<file path="config.mk">
export PLATFORM = sky130hd
export DESIGN_NAME = btn_cmd_decoder_flat
export DESIGN_NICKNAME = d
export VERILOG_FILES = /design/src/rtl/btn_pkg.sv /design/src/rtl/btn_cmd_decoder_if.sv /design/src/rtl/btn_press_timer.sv /design/src/rtl/btn_cmd_decoder.sv /design/src/flat_wrapper.sv
export SDC_FILE = /design/constraint.sdc
export NUM_CORES = 1
export LEC_CHECK = 0
export ABC_AREA = 1
export ABC_CLOCK_PERIOD_IN_PS = 2200
export BUFFER_PORTS_ARGS = -buffer_cell sky130_fd_sc_hd__buf_2
export CORE_ASPECT_RATIO = 0.8
export CORE_MARGIN = 5
export CORE_UTILIZATION = 40
export DETAILED_ROUTE_END_ITERATION = 8
export PLACE_DENSITY = 0.63
export SLEW_MARGIN = 20
export SYNTH_ARGS = -nofsm -noshare
export SYNTH_HDL_FRONTEND = slang
export SYNTH_SLANG_ARGS = --single-unit
</file>
<file path="constraint.sdc">
create_clock -name clk -period 2.2 [get_ports clk]
set_input_delay 0.33 -clock clk [delete_from_list [all_inputs] [get_ports clk]]
set_output_delay 0.33 -clock clk [all_outputs]
set_load 0.02 [all_outputs]
</file>
<file path="src/rtl/btn_pkg.sv">
// rtl/btn_pkg.sv - command codes, pending-bit layout and priority helpers
//
// Purpose: shared definitions for the button command decoder.
//   CMD_*  : 3-bit command codes driven on cmd.
//   P_*    : bit positions in the pending vector, ordered so that a higher
//            index means higher delivery priority.
//   pend_pick / pend_to_cmd : select the highest-priority pending command.
package btn_pkg;

    localparam logic [2:0] CMD_NONE        = 3'd0;
    localparam logic [2:0] CMD_HEAL        = 3'd1;
    localparam logic [2:0] CMD_FEED        = 3'd2;
    localparam logic [2:0] CMD_RESET       = 3'd3;
    localparam logic [2:0] CMD_TEST_TOGGLE = 3'd4;
    localparam logic [2:0] CMD_TEST_STEP   = 3'd5;

    localparam int NUM_PEND = 5;

    // Priority: RESET > TEST_TOGGLE > HEAL > FEED > TEST_STEP
    localparam int P_STEP   = 0;
    localparam int P_FEED   = 1;
    localparam int P_HEAL   = 2;
    localparam int P_TOGGLE = 3;
    localparam int P_RESET  = 4;

    // One-hot mask of the highest-priority pending bit (zero if none).
    function automatic logic [NUM_PEND-1:0] pend_pick(input logic [NUM_PEND-1:0] pend);
        logic [NUM_PEND-1:0] mask;
        mask = '0;
        if (pend[P_RESET])       mask[P_RESET]  = 1'b1;
        else if (pend[P_TOGGLE]) mask[P_TOGGLE] = 1'b1;
        else if (pend[P_HEAL])   mask[P_HEAL]   = 1'b1;
        else if (pend[P_FEED])   mask[P_FEED]   = 1'b1;
        else if (pend[P_STEP])   mask[P_STEP]   = 1'b1;
        return mask;
    endfunction

    // Command code of the highest-priority pending bit (CMD_NONE if none).
    function automatic logic [2:0] pend_to_cmd(input logic [NUM_PEND-1:0] pend);
        logic [2:0] code;
        code = CMD_NONE;
        if (pend[P_RESET])       code = CMD_RESET;
        else if (pend[P_TOGGLE]) code = CMD_TEST_TOGGLE;
        else if (pend[P_HEAL])   code = CMD_HEAL;
        else if (pend[P_FEED])   code = CMD_FEED;
        else if (pend[P_STEP])   code = CMD_TEST_STEP;
        return code;
    endfunction

endpackage

</file>
<file path="src/rtl/btn_cmd_decoder_if.sv">
// rtl/btn_cmd_decoder_if.sv - command handshake bundle between decoder and game FSM
//
// Purpose: carries one command at a time under valid/ready.
//   cmd       : 3-bit command code (decoder -> consumer)
//   cmd_valid : cmd holds a command (decoder -> consumer)
//   cmd_ready : consumer accepts on the edge where valid && ready
// Modports: master = decoder side, slave = consumer side.
interface btn_cmd_decoder_if;
    logic [2:0] cmd;
    logic       cmd_valid;
    logic       cmd_ready;

    modport master (output cmd, output cmd_valid, input cmd_ready);
    modport slave  (input cmd, input cmd_valid, output cmd_ready);
endinterface

</file>
<file path="src/rtl/btn_press_timer.sv">
// rtl/btn_press_timer.sv - short/long press classifier for one debounced button
//
// Purpose: measures how long a button stays high and emits one pulse per press:
// long_evt on the LONG_CYCLES-th consecutive high sample, or short_evt on
// release if no long event fired during that press.
// Ports:
//   clk, rst  : clock, synchronous active-high reset
//   btn       : debounced button level
//   short_evt : one-cycle pulse (combinational) on a short-press release
//   long_evt  : one-cycle pulse (combinational) at the long-press threshold
module btn_press_timer #(
    parameter int LONG_CYCLES = 3000,
    parameter int CNT_W       = 28
) (
    input  logic clk,
    input  logic rst,
    input  logic btn,
    output logic short_evt,
    output logic long_evt
);

    logic             prev;
    logic [CNT_W-1:0] cnt;
    // Set once the current press has produced an event (or the press began
    // before reset), so each press yields at most one event.
    logic             fired;

    assign long_evt  = btn && (cnt == CNT_W'(LONG_CYCLES - 1)) && !fired;
    assign short_evt = !btn && prev && !fired;

    always_ff @(posedge clk) begin
        if (rst) begin
            prev  <= 1'b1;
            cnt   <= '0;
            fired <= 1'b1;
        end else begin
            prev <= btn;
            if (!btn) begin
                cnt   <= '0;
                fired <= 1'b0;
            end else begin
                if (cnt != '1)
                    cnt <= cnt + 1'b1;
                if (long_evt)
                    fired <= 1'b1;
            end
        end
    end

endmodule

</file>
<file path="src/rtl/btn_cmd_decoder.sv">
// rtl/btn_cmd_decoder.sv - turns debounced button levels into single game commands
//
// Purpose: edge-detects heal/feed, classifies reset/test presses, tracks test
// mode, latches each command in a pending bit and delivers them one at a time
// in priority order through a single output slot.
// Ports:
//   clk, rst                           : clock, synchronous active-high reset
//   btn_salud/hambre/reset/test        : debounced button levels, active high
//   cmd_bus (master)                   : cmd / cmd_valid / cmd_ready handshake
//   test_mode                          : current test-mode level
module btn_cmd_decoder
    import btn_pkg::*;
#(
    parameter int LONG_CYCLES = 3000,
    parameter int CNT_W       = 28
) (
    input  logic                      clk,
    input  logic                      rst,
    input  logic                      btn_salud,
    input  logic                      btn_hambre,
    input  logic                      btn_reset,
    input  logic                      btn_test,
    btn_cmd_decoder_if.master         cmd_bus,
    output logic                      test_mode
);

    logic                prev_salud;
    logic                prev_hambre;
    logic                reset_short;
    logic                reset_long;
    logic                test_short;
    logic                test_long;
    logic                heal_evt;
    logic                feed_evt;
    logic                step_evt;
    logic [NUM_PEND-1:0] evts;
    logic [NUM_PEND-1:0] pend;
    logic [NUM_PEND-1:0] pend_n;
    logic                load;

    btn_press_timer #(.LONG_CYCLES(LONG_CYCLES), .CNT_W(CNT_W)) u_reset_timer (
        .clk       (clk),
        .rst       (rst),
        .btn       (btn_reset),
        .short_evt (reset_short),
        .long_evt  (reset_long)
    );

    btn_press_timer #(.LONG_CYCLES(LONG_CYCLES), .CNT_W(CNT_W)) u_test_timer (
        .clk       (clk),
        .rst       (rst),
        .btn       (btn_test),
        .short_evt (test_short),
        .long_evt  (test_long)
    );

    assign heal_evt = btn_salud & ~prev_salud;
    assign feed_evt = btn_hambre & ~prev_hambre;
    // A short test press only steps while already in test mode.
    assign step_evt = test_short & test_mode;

    always_comb begin
        evts           = '0;
        evts[P_RESET]  = reset_long;
        evts[P_TOGGLE] = test_long;
        evts[P_HEAL]   = heal_evt;
        evts[P_FEED]   = feed_evt;
        evts[P_STEP]   = step_evt;
    end

    assign load = !cmd_bus.cmd_valid || cmd_bus.cmd_ready;

    // Consume first, then apply RESET's flush, then set new events, so an
    // event on the same edge its bit is consumed is kept.
    always_comb begin
        pend_n = pend;
        if (load)
            pend_n = pend_n & ~pend_pick(pend);
        if (reset_long) begin
            pend_n[P_HEAL] = 1'b0;
            pend_n[P_FEED] = 1'b0;
            pend_n[P_STEP] = 1'b0;
        end
        pend_n = pend_n | evts;
    end

    always_ff @(posedge clk) begin
        if (rst) begin
            prev_salud        <= 1'b1;
            prev_hambre       <= 1'b1;
            test_mode         <= 1'b0;
            pend              <= '0;
            cmd_bus.cmd       <= CMD_NONE;
            cmd_bus.cmd_valid <= 1'b0;
        end else begin
            prev_salud  <= btn_salud;
            prev_hambre <= btn_hambre;
            if (test_long)
                test_mode <= ~test_mode;
            pend <= pend_n;
            if (load) begin
                cmd_bus.cmd       <= pend_to_cmd(pend);
                cmd_bus.cmd_valid <= |pend;
            end
        end
    end

endmodule

</file>
<file path="src/flat_wrapper.sv">
// flat-port wrapper written by rule: the top's interface ports become plain ports
module btn_cmd_decoder_flat import btn_pkg::*;
#(
    parameter int LONG_CYCLES = 3000,
    parameter int CNT_W       = 28
)
  (clk, rst, btn_salud, btn_hambre, btn_reset, btn_test, test_mode, cmd_bus_cmd, cmd_bus_cmd_valid, cmd_bus_cmd_ready);
  btn_cmd_decoder_if cmd_bus_i ();
  input  logic clk;
  input  logic rst;
  input  logic btn_salud;
  input  logic btn_hambre;
  input  logic btn_reset;
  input  logic btn_test;
  output logic test_mode;
  output wire logic [$bits(cmd_bus_i.cmd)-1:0] cmd_bus_cmd;
  output wire logic [$bits(cmd_bus_i.cmd_valid)-1:0] cmd_bus_cmd_valid;
  input wire logic [$bits(cmd_bus_i.cmd_ready)-1:0] cmd_bus_cmd_ready;
  assign cmd_bus_cmd = cmd_bus_i.cmd;
  assign cmd_bus_cmd_valid = cmd_bus_i.cmd_valid;
  assign cmd_bus_i.cmd_ready = cmd_bus_cmd_ready;
  btn_cmd_decoder #(.LONG_CYCLES(LONG_CYCLES), .CNT_W(CNT_W)) u_core (.clk(clk), .rst(rst), .btn_salud(btn_salud), .btn_hambre(btn_hambre), .btn_reset(btn_reset), .btn_test(btn_test), .cmd_bus(cmd_bus_i), .test_mode(test_mode));
endmodule
</file>
==> qor.yml, run 1 <==
slew_headroom_pct: 64.6
grt.total_usage_pct: 17.8
status: "finished clean"
rr_startpoint: "u_core.u_reset_timer.cnt[0]"
vias_per_cell: 4.81
drt_iter0_markers: 318
row_count: 33
die_x_um: 124
cts_hold_buffers: 0
swShare_pct: 22.4
holdCritPathClass: "in -> reg"
min_path_cells: 3
routed_wl_um: 10400
yosys-top-cells-count: "221 x nand2_1, 138 x nor2_1, 90 x inv_1"
synth_most_common_cell: "nand2_1"
grt-ovfl-total: 0
grt_pass1_wl_um: 17600
worst_pin_slew_ns: 0.529
hold_viol_final: 0
synthAdderAreaFrac_pct: 0.606
drv_cap: 0
worst-setup-path-type: "reg -> reg"
hp-start: "btn_hambre"
reg2reg_to: "u_core.u_reset_timer.cnt[1]"
crit_path_start_kind: "flop"
tns_ns: 0
pin_count: 12
cts_tree: "built"
synth_compound_gate_area_share_pct: 5.33
cp_max_fo: 23
internal_power_mw: 2.21
synthArstFlopShare_pct: 0
seqPwrFrac_pct: 46.0
p_per_area_nw_per_um2: 616
fin_crit_ns: 1.78
required_ns: 2.47
max_freq_ghz: 0.561
insertion_delay_ns: 0.33
maxSlewViolCount: 0
period_share_pct: 81.0
critPathArrivalTime_ns: 2.05
numCtsBuffers: 9
startpoint: "u_core.u_reset_timer.cnt[0]"
drc: 0
hpwl_um: 7940
yosys.area.top_type: "dfxtp_1"
clock_skew_ns: 0.0111
drtAntennaViolNets: 0
ys_ff_latch: 71
syn_avg_cell_area_um2: 6.08
synth_mux_area_share_pct: 0
netSwitchingPower_uw: 638
synth_top_area_share_pct: 34.4
final.setup.worst_slack_ns: 0.417
place_congestion: 0.955
cp-end-kind: "flop"
antenna_found_initial: 0
synth-simple-area-share_pct: 45.5
ys_top_cells_by_area: "dfxtp_1 34%, nand2_1 20%, nor2_1 13%"
initial_utilization_pct: 40.7
area_delta_synth_final_pct: 11.8
synth_area_um2: 4130
synth-xor-area-share_pct: 3.82
dr.pass1.iters: 5
clock_sinks: 71
reg2reg_depth: 9
fillers: 1101
ys.flop_type: "dfxtp_1"
cts_resized: 0
combPwrFrac_pct: 2.3
path_clk_slew_ns: 0.06
postSynthCellCount: 679
routed-via-count: 4047
rsz0062_at_grt: "no"
holdPathEnd: "u_core.prev_hambre"
htree_levels: 3
p_leak_nw: 1.95
cts_setup_buffers: 0
seq_area_frac_synth_pct: 34.4
syn_nets: 688
die_h_um: 101
port_buffers: 11
n_antenna_cell: 0
ir_drop_v: 0.000324
synth_edf_count: 0
fin_nets: 705
multi_input_area_um2: 2280
ys_types: 28
coreArea_um2: 10200
seq_area_um2: 1420
wire_per_inst_um: 12.3
layout-drive-gt1-share_pct: 7.56
first_global_vias: 3713
synth_warnings: 0
pre_cts_ws_ns: 0.435
rrSetupSlack_ns: 0.42
finalSetupViolations: 0
die_area_um2: 12500
synth_top_family_by_area: "simple AND/OR/NAND/NOR gates"
cts_buffer_depth: 2
root_buffer: "clkbuf_16"
clkPwrFrac_pct: 51.7
grt_max_degree: 24
## power by group through the flow
stage,logic (mW),registers [mW],clock network (mW)
finish,0.0663,1.31,1.47
global route,0.0766,1.31,1.58
detailed placement,0.0674,1.34,0
CTS,0.0675,1.31,1.52
global placement,0.0654,1.34,0
floorplan,0.0421,1.34,0
## cells in the final DEF, fill, tap and decap left out
cell type / instances
inv_6: 2
nor2_1: 138
nand3_2: 4
nand2_2: 3
clkinvlp_4: 1
nand2_4: 3
and2_0: 1
a21oi_2: 2
clkbuf_16: 9
ha_1: 2
inv_2: 3
clkinv_4: 1
dfxtp_1: 71
nor2_4: 5
o21ai_0: 11
a21oi_1: 18
nand3b_1: 6
buf_4: 4
inv_1: 90
xor2_1: 10
clkbuf_1: 1
xnor2_1: 8
o21bai_1: 1
bufinv_16: 1
nand4_1: 8
nand3_1: 47
a31oi_1: 8
nor3_1: 7
clkinv_2: 2
nand2_1: 221
buf_2: 11
or2_2: 2
## layout make-up
type                            instances  area share, %
Inverter                               94           7.67
Multi-Input combinational cell        505           49.5
Clock inverter                          6           1.49
Clock buffer                           10           4.96
Timing Repair Buffer                   15           1.84
Tap cell                              140           3.79
Sequential cell                        71           30.8
## per-stage QoR
step	power (mW)	util (%)	hold slack, ns	std cells	instance area (µm²)
2_1_floorplan	1.38	-	0.422	679	4130
3_3_place_gp	1.40	42.5	0.449	825	4320
3_5_place_dp	1.40	42.5	0.459	825	4320
4_1_cts	2.89	45.5	0.170	841	4620
5_1_grt	2.96	45.5	0.176	841	4620
6_report	2.84	45.5	0.181	841	4620
## state kept, by name (all words and copies together), names as in the netlist, 3 cells and up
register and count:
u_core.cmd_bus.cmd 3, u_core.pend 5, u_core.u_reset_timer.cnt 28, u_core.u_test_timer.cnt 28
## worst max path at each step
stage	endpoint	slack [ns]	cells past startpoint
after floorplan	u_core.u_test_timer.cnt[1]	0.63	9
after global placement	u_core.u_reset_timer.cnt[1]	0.50	9
after detailed placement	u_core.u_reset_timer.cnt[1]	0.44	9
after CTS	u_core.u_reset_timer.cnt[1]	0.42	9
after global routing	u_core.u_reset_timer.cnt[0]	0.26	9
final	u_core.u_reset_timer.cnt[1]	0.42	9
## routing by layer
metal	global-route usage, %	wire [µm]	vias up
met4	5.62	136	0
li1	-	-	2133
met3	5.44	818	16
met2	25.0	4100	103
met5	0	0	-
met1	25.8	5300	1795
## logic make-up after synthesis
family	count (synthesis)
and+or+nand+nor	445
DFF	71
buffers and inverters	103
adders and majority gates	2
AOI/OAI and AO/OA	40
xor gates and xnor gates	18
## worst max-delay path, stage by stage (launching register included)
cell     delay (ns)
dfxtp_1        0.42
ha_1           0.23
inv_2          0.07
nor2_4         0.17
nand2_2        0.11
nor2_4         0.16
nand2_4        0.20
inv_2          0.17
nand2_1        0.07
a21oi_1        0.11
(Power assumes the default switching activity.)
==> run 2, diff against run 1 <==
- ABC_CLOCK_PERIOD_IN_PS: 2200 -> 1700
- clock period: 2.2 -> 1.7 ns (I/O delays scaled with it)
==> run 2 against run 1 <==
Sequential share of layout area decreased by 0.85 points. Cell count increased by 1.7%. Clock power increased by 21%. Fmax increased by 11%.
==> qor.yml, run 2 (synthesis gave the netlist of run 1 again) <==
place_congestion: 0.948  # -0.76%
grt_max_degree: 24  # unchanged
dr.pass1.iters: 5  # unchanged
worst-setup-path-type: "reg -> reg"
rrSetupSlack_ns: 0.10  # -0.32 ns
slew_headroom_pct: 68.3  # +3.7 points
port_buffers: 11  # unchanged
grt_pass1_wl_um: 17100  # -2.6%
cts_buffer_depth: 2  # unchanged
area_delta_synth_final_pct: 15.1
htree_levels: 3  # unchanged
p_leak_nw: 1.99  # +1.7%
startpoint: "u_core.u_reset_timer.cnt[1]"
critPathArrivalTime_ns: 1.87  # -0.18 ns
fin_nets: 719  # +2.0%
row_count: 33  # unchanged
routed_wl_um: 10400  # +0.27%
antenna_found_initial: 0  # unchanged
cp_max_fo: 21  # -8.7%
numCtsBuffers: 9  # unchanged
cp-end-kind: "flop"
insertion_delay_ns: 0.34  # about the same
crit_path_end: "u_core.u_reset_timer.cnt[5]"
die_h_um: 101  # unchanged
layout_common_cells: "220 x nand2_1, 131 x nor2_1, 89 x inv_1"
final.setup.worst_slack_ns: 0.100  # -0.317 ns
max_freq_ghz: 0.625  # +11%
pin_count: 12  # unchanged
ir_drop_v: 0.000475  # +46%
crit_path_start_kind: "flop"
drtAntennaViolNets: 0  # unchanged
vias_per_cell: 4.84  # +0.65%
period_share_pct: 94.1  # +13 points
utilization_pct: 46.8  # +1.4 points
layout-drive-gt1-share_pct: 11.3  # +3.8 points
maxSlewViolCount: 0  # unchanged
drv_cap: 0  # unchanged
reg2reg_depth: 8  # -1
final_common_cell: "nand2_1"
holdCritPathClass: "in -> reg"
grt.total_usage_pct: 17.3  # -0.52 points
clock_skew_ns: 0.0116  # +0.000480 ns
pre_cts_ws_ns: 0.0253  # -0.410 ns
finalSetupViolations: 0  # unchanged
coreArea_um2: 10200  # unchanged
required_ns: 1.97  # -0.50 ns
n_antenna_cell: 0  # unchanged
drt_iter0_markers: 301  # -5.3%
hold_viol_final: 0  # unchanged
clock_sinks: 71  # unchanged
drc: 0  # unchanged
cts_setup_buffers: 0  # unchanged
p_per_area_nw_per_um2: 748  # +21%
cts_hold_buffers: 0  # unchanged
reg2reg_to: "u_core.u_reset_timer.cnt[5]"
path_clk_slew_ns: 0.06  # about the same
hpwl_um: 7840  # -1.3%
cts_tree: "built"
reg_top3: "u_core.u_reset_timer.cnt x28, u_core.u_test_timer.cnt x28, u_core.pend x5"
status: "finished clean"
routed-via-count: 4141  # +2.3%
rr_startpoint: "u_core.u_reset_timer.cnt[1]"
die_area_um2: 12500  # unchanged
root_buffer: "clkbuf_16"
wire_per_inst_um: 12.1  # -1.4%
first_global_vias: 3654  # -1.6%
die_x_um: 124  # unchanged
whs_ns: 0.0983  # -0.0827 ns
fin_crit_ns: 1.60  # -0.183 ns
worst_pin_slew_ns: 0.475  # -0.0541 ns
initial_utilization_pct: 40.7  # unchanged
grt-ovfl-total: 0  # unchanged
==> run 2: cell count changes in the layout (fill, tap and decap cells not counted), sizes merged <==
| cell | before | now |
|---|---|---|
| buf | 15 | 28 |
| nand2 | 227 | 228 |
| clkinvlp | 1 | 2 |
| clkinv | 3 | 4 |
| clkbuf | 10 | 9 |
| bufinv | 1 | 0 |
==> run 2: worst max-delay path: stages, from the launching register on <==
cell and delay [ns]:
dfxtp_1 0.37, ha_2 0.24, inv_2 0.07, nor2_4 0.11, nand2_2 0.09, nor2_4 0.17, nand2_8 0.16, buf_4 0.19
a21oi_2 0.13
==> run 2: per-stage QoR <==
stage | instance area [µm²] | total power, mW | std cells | setup TNS, ns
3_3_place_gp | 4420 | 1.82 | 838 | 0
4_1_cts | 4710 | 3.61 | 854 | 0
3_5_place_dp | 4420 | 1.82 | 838 | 0
6_report | 4760 | 3.56 | 855 | 0
5_1_grt | 4760 | 3.69 | 855 | -0.00224
2_1_floorplan | 4130 | 1.78 | 679 | 0
==> run 2: worst min-delay path by stage <==
stage | startpoint | to | slack (ns) | depth (start not counted)
floorplan | btn_hambre | u_core.prev_hambre | 0.35 | 2
detailed placement | btn_hambre | u_core.prev_hambre | 0.44 | 3
finish | btn_hambre | u_core.prev_hambre | 0.1 | 3
global route | btn_hambre | u_core.prev_hambre | 0.10 | 3
CTS | btn_hambre | u_core.prev_hambre | 0.09 | 3
global placement | btn_hambre | u_core.prev_hambre | 0.44 | 3
==> run 2: repair_timing <==
item | in CTS | in global routing
pin swaps | 0 | 3
endpoints found under the setup margin | 1 | 38
resized for setup | 1 | 15
gates cloned | 0 | 1
==> run 2: final cells by class <==
type                            count  area (µm²)
Multi-Input combinational cell    506        2340
Clock buffer                        9         225
Tap cell                          140         175
Inverter                           94         357
Fill cell                        1057        5400
Timing Repair Buffer               28         183
Clock inverter                      7        55.1
Sequential cell                    71        1420
==> run 2: routing by layer <==
metal / global-route usage (%) / share of wire [%] / up-vias
met1: 24.4 / 49 / 1848
met5: 0 / 0 / -
li1: - / - / 2158
met4: 6.38 / 1.6 / 0
met2: 25.2 / 42 / 119
met3: 4.55 / 7.1 / 16
==> run 2: power breakdown <==
part / internal (mW) / switching, mW / total [mW] / leakage, nW
Combinational: 0.0309 / 0.0608 / 0.0916 / 1.28
Sequential: 1.68 / 0.00925 / 1.69 / 0.575
Clock: 0.999 / 0.777 / 1.78 / 0.132
==> run 3, diff against run 2 <==
- SYNTH_HIERARCHICAL: not set -> 1
==> run 3 against run 2 <==
Via count shrank 2.5%. Cell count fell by 2.0%. Utilization is 0.58 points higher. Area after synthesis up 0.21%. Critical path type unchanged. Largest cell class unchanged.
==> qor.yml, run 3 <==
postSynthCellCount: 657  # -3.2%
maxSlewViolCount: 0  # unchanged
crit_cells: 9  # +1
initial_utilization_pct: 40.6  # -0.079 points
coreArea_um2: 10200  # +0.41%
slew_headroom_pct: 73.0  # +4.6 points
syn_avg_cell_area_um2: 6.30  # +3.6%
dr.pass1.iters: 5  # unchanged
pre_cts_ws_ns: -0.0895  # -0.115 ns
layout-drive-gt1-share_pct: 14.9  # +3.6 points
max_freq_ghz: 0.622  # -0.55%
antenna_found_initial: 0  # unchanged
wire_per_inst_um: 12.4  # +1.9%
reg2reg_depth: 9  # +1
first_global_vias: 3670  # +0.44%
worst_pin_slew_ns: 0.404  # -0.0706 ns
crit_path_start_kind: "flop"
status: "finished clean"
clock_skew_ns: 0.0108  # -0.000804 ns
holdCritPathClass: "in -> reg"
worst-setup-path-type: "reg -> reg"
routed-via-count: 4037  # -2.5%
grt_max_degree: 23  # -4.2%
rsz0062_at_grt: "no"
grt_pass1_wl_um: 17700  # +3.1%
root_buffer: "clkbuf_16"
cp_max_fo: 4  # -81%
power_mw: 3.78  # +6.2%
die_h_um: 101  # about the same
die_area_um2: 12500  # +0.19%
critPathArrivalTime_ns: 1.81  # -0.06 ns
finalSetupViolations: 0  # unchanged
rrSetupSlack_ns: 0.09  # about the same
drt_iter0_markers: 336  # +12%
final.setup.worst_slack_ns: 0.0916  # -0.00890 ns
slowest_stage: "dfxtp_2"
routed_wl_um: 10400  # -0.17%
startpoint: "u_core/u_reset_timer/cnt[0]"
cts_buffer_depth: 2  # unchanged
hold_viol_final: 0  # unchanged
drv_cap: 0  # unchanged
whs_ns: 0.131  # +0.0330 ns
n_antenna_cell: 0  # unchanged
ir_drop_v: 0.000469  # -1.3%
fin_crit_ns: 1.61  # +0.00890 ns
cts_tree: "built"
drc: 0  # unchanged
crit_path_end: "u_core/pend[2]"
synth_warnings: 6  # +6
htree_levels: 3  # unchanged
path_buf_inv: 1  # -1
period_share_pct: 94.6  # +0.52 points
area_delta_synth_final_pct: 16.8
crit_top_cell: "nand3_2"
drtAntennaViolNets: 0  # unchanged
syn_nets: 666  # -3.2%
grt-ovfl-total: 0  # unchanged
reg2reg_to: "u_core/pend[2]"
die_x_um: 124  # about the same
p_per_area_nw_per_um2: 782  # +4.5%
fin_nets: 703  # -2.2%
layout_common_cells: "189 x nand2_1, 113 x nor2_1, 92 x inv_1"
final_area_um2: 4830  # +1.7%
cp_slowest_stage_delay_ns: 0.35  # -0.02 ns
min_path_cells: 2  # -1
reg_top3: "u_core/u_reset_timer/cnt x28, u_core/u_test_timer/cnt x28, u_core/pend x5"
rr_startpoint: "u_core/u_reset_timer/cnt[0]"
p_leak_nw: 2.01  # +1.4%
vias_per_cell: 4.82  # -0.53%
place_congestion: 0.957  # +0.95%
port_buffers: 11  # unchanged
numCtsBuffers: 9  # unchanged
grt.total_usage_pct: 17.7  # +0.45 points
cts_hold_buffers: 0  # unchanged
path_clk_slew_ns: 0.06  # about the same
final_common_cell: "nand2_1"
cp-end-kind: "flop"
row_count: 33  # unchanged
path_delay_family: "simple AND/OR/NAND/NOR gates"
postPlaceCellArea_um2: 4460  # +1.1%
insertion_delay_ns: 0.33  # about the same
hpwl_um: 7970  # +1.6%
pin_count: 12  # unchanged
clock_sinks: 71  # unchanged
crit_chain: "ha_4 > nand3_2 > nor3_2 > nand3_2 > nor3_1 > buf_4 > nor2_1 > o21ai_0 > a21oi_1"
synth_area_um2: 4140  # +0.21%
required_ns: 1.91  # -0.06 ns
==> run 3: per-stage QoR <==
step	std cells	utilization, %	setup TNS, ns
final	838	47.4	0
after global routing	838	47.4	0
after floorplan	657	-	0
after detailed placement	823	43.8	-0.207
after CTS	838	47.0	0
after global placement	823	43.8	-0.212
==> run 3: layout make-up <==
cell class                      instances  area, µm²
Multi-Input combinational cell        479       2320
Timing Repair Buffer                   35        235
Clock inverter                          6       86.3
Clock buffer                            9        225
Fill cell                            1029       5360
Inverter                               98        370
Tap cell                              140        175
Sequential cell                        71       1420
==> run 3: routing by layer <==
metal | vias up | wire length (µm) | global-route usage, %
li1 | 2103 | - | -
met1 | 1805 | 5220 | 26.3
met2 | 118 | 4220 | 25.1
met3 | 11 | 828 | 4.94
met4 | 0 | 98 | 4.51
met5 | - | 0 | 0
==> run 3: worst min-delay path by stage <==
stage	end	slack, ns	from
after floorplan	u_core/u_test_timer/prev	0.35	rst
after global placement	u_core/prev_hambre	0.46	btn_hambre
after detailed placement	u_core/prev_hambre	0.46	btn_hambre
after CTS	u_core/prev_hambre	0.12	btn_hambre
after global routing	u_core/prev_salud	0.13	btn_salud
final	u_core/prev_hambre	0.13	btn_hambre
==> run 3: worst register-to-register path, cell delays in order, from the launching register on <==
cell and delay, ns:
dfxtp_2 0.35, ha_4 0.17, nand3_2 0.11, nor3_2 0.24, nand3_2 0.13, nor3_1 0.15, buf_4 0.16, nor2_1 0.04
o21ai_0 0.06, a21oi_1 0.08
==> run 3: report_power, final <==
group	total, mW	internal, mW	switching, mW
clock network	1.99	1.27	0.713
registers	1.69	1.68	0.0106
logic	0.102	0.0351	0.0671
total	3.78	2.99	0.791
==> run 3: timing repair <==
| action | CTS | global route |
|---|---|---|
| setup endpoints to repair | 3 | 25 |
| pin swaps | 2 | 1 |
| setup buffers | 0 | 0 |
| gates cloned | 0 | 0 |
| gates resized for setup | 3 | 13 |
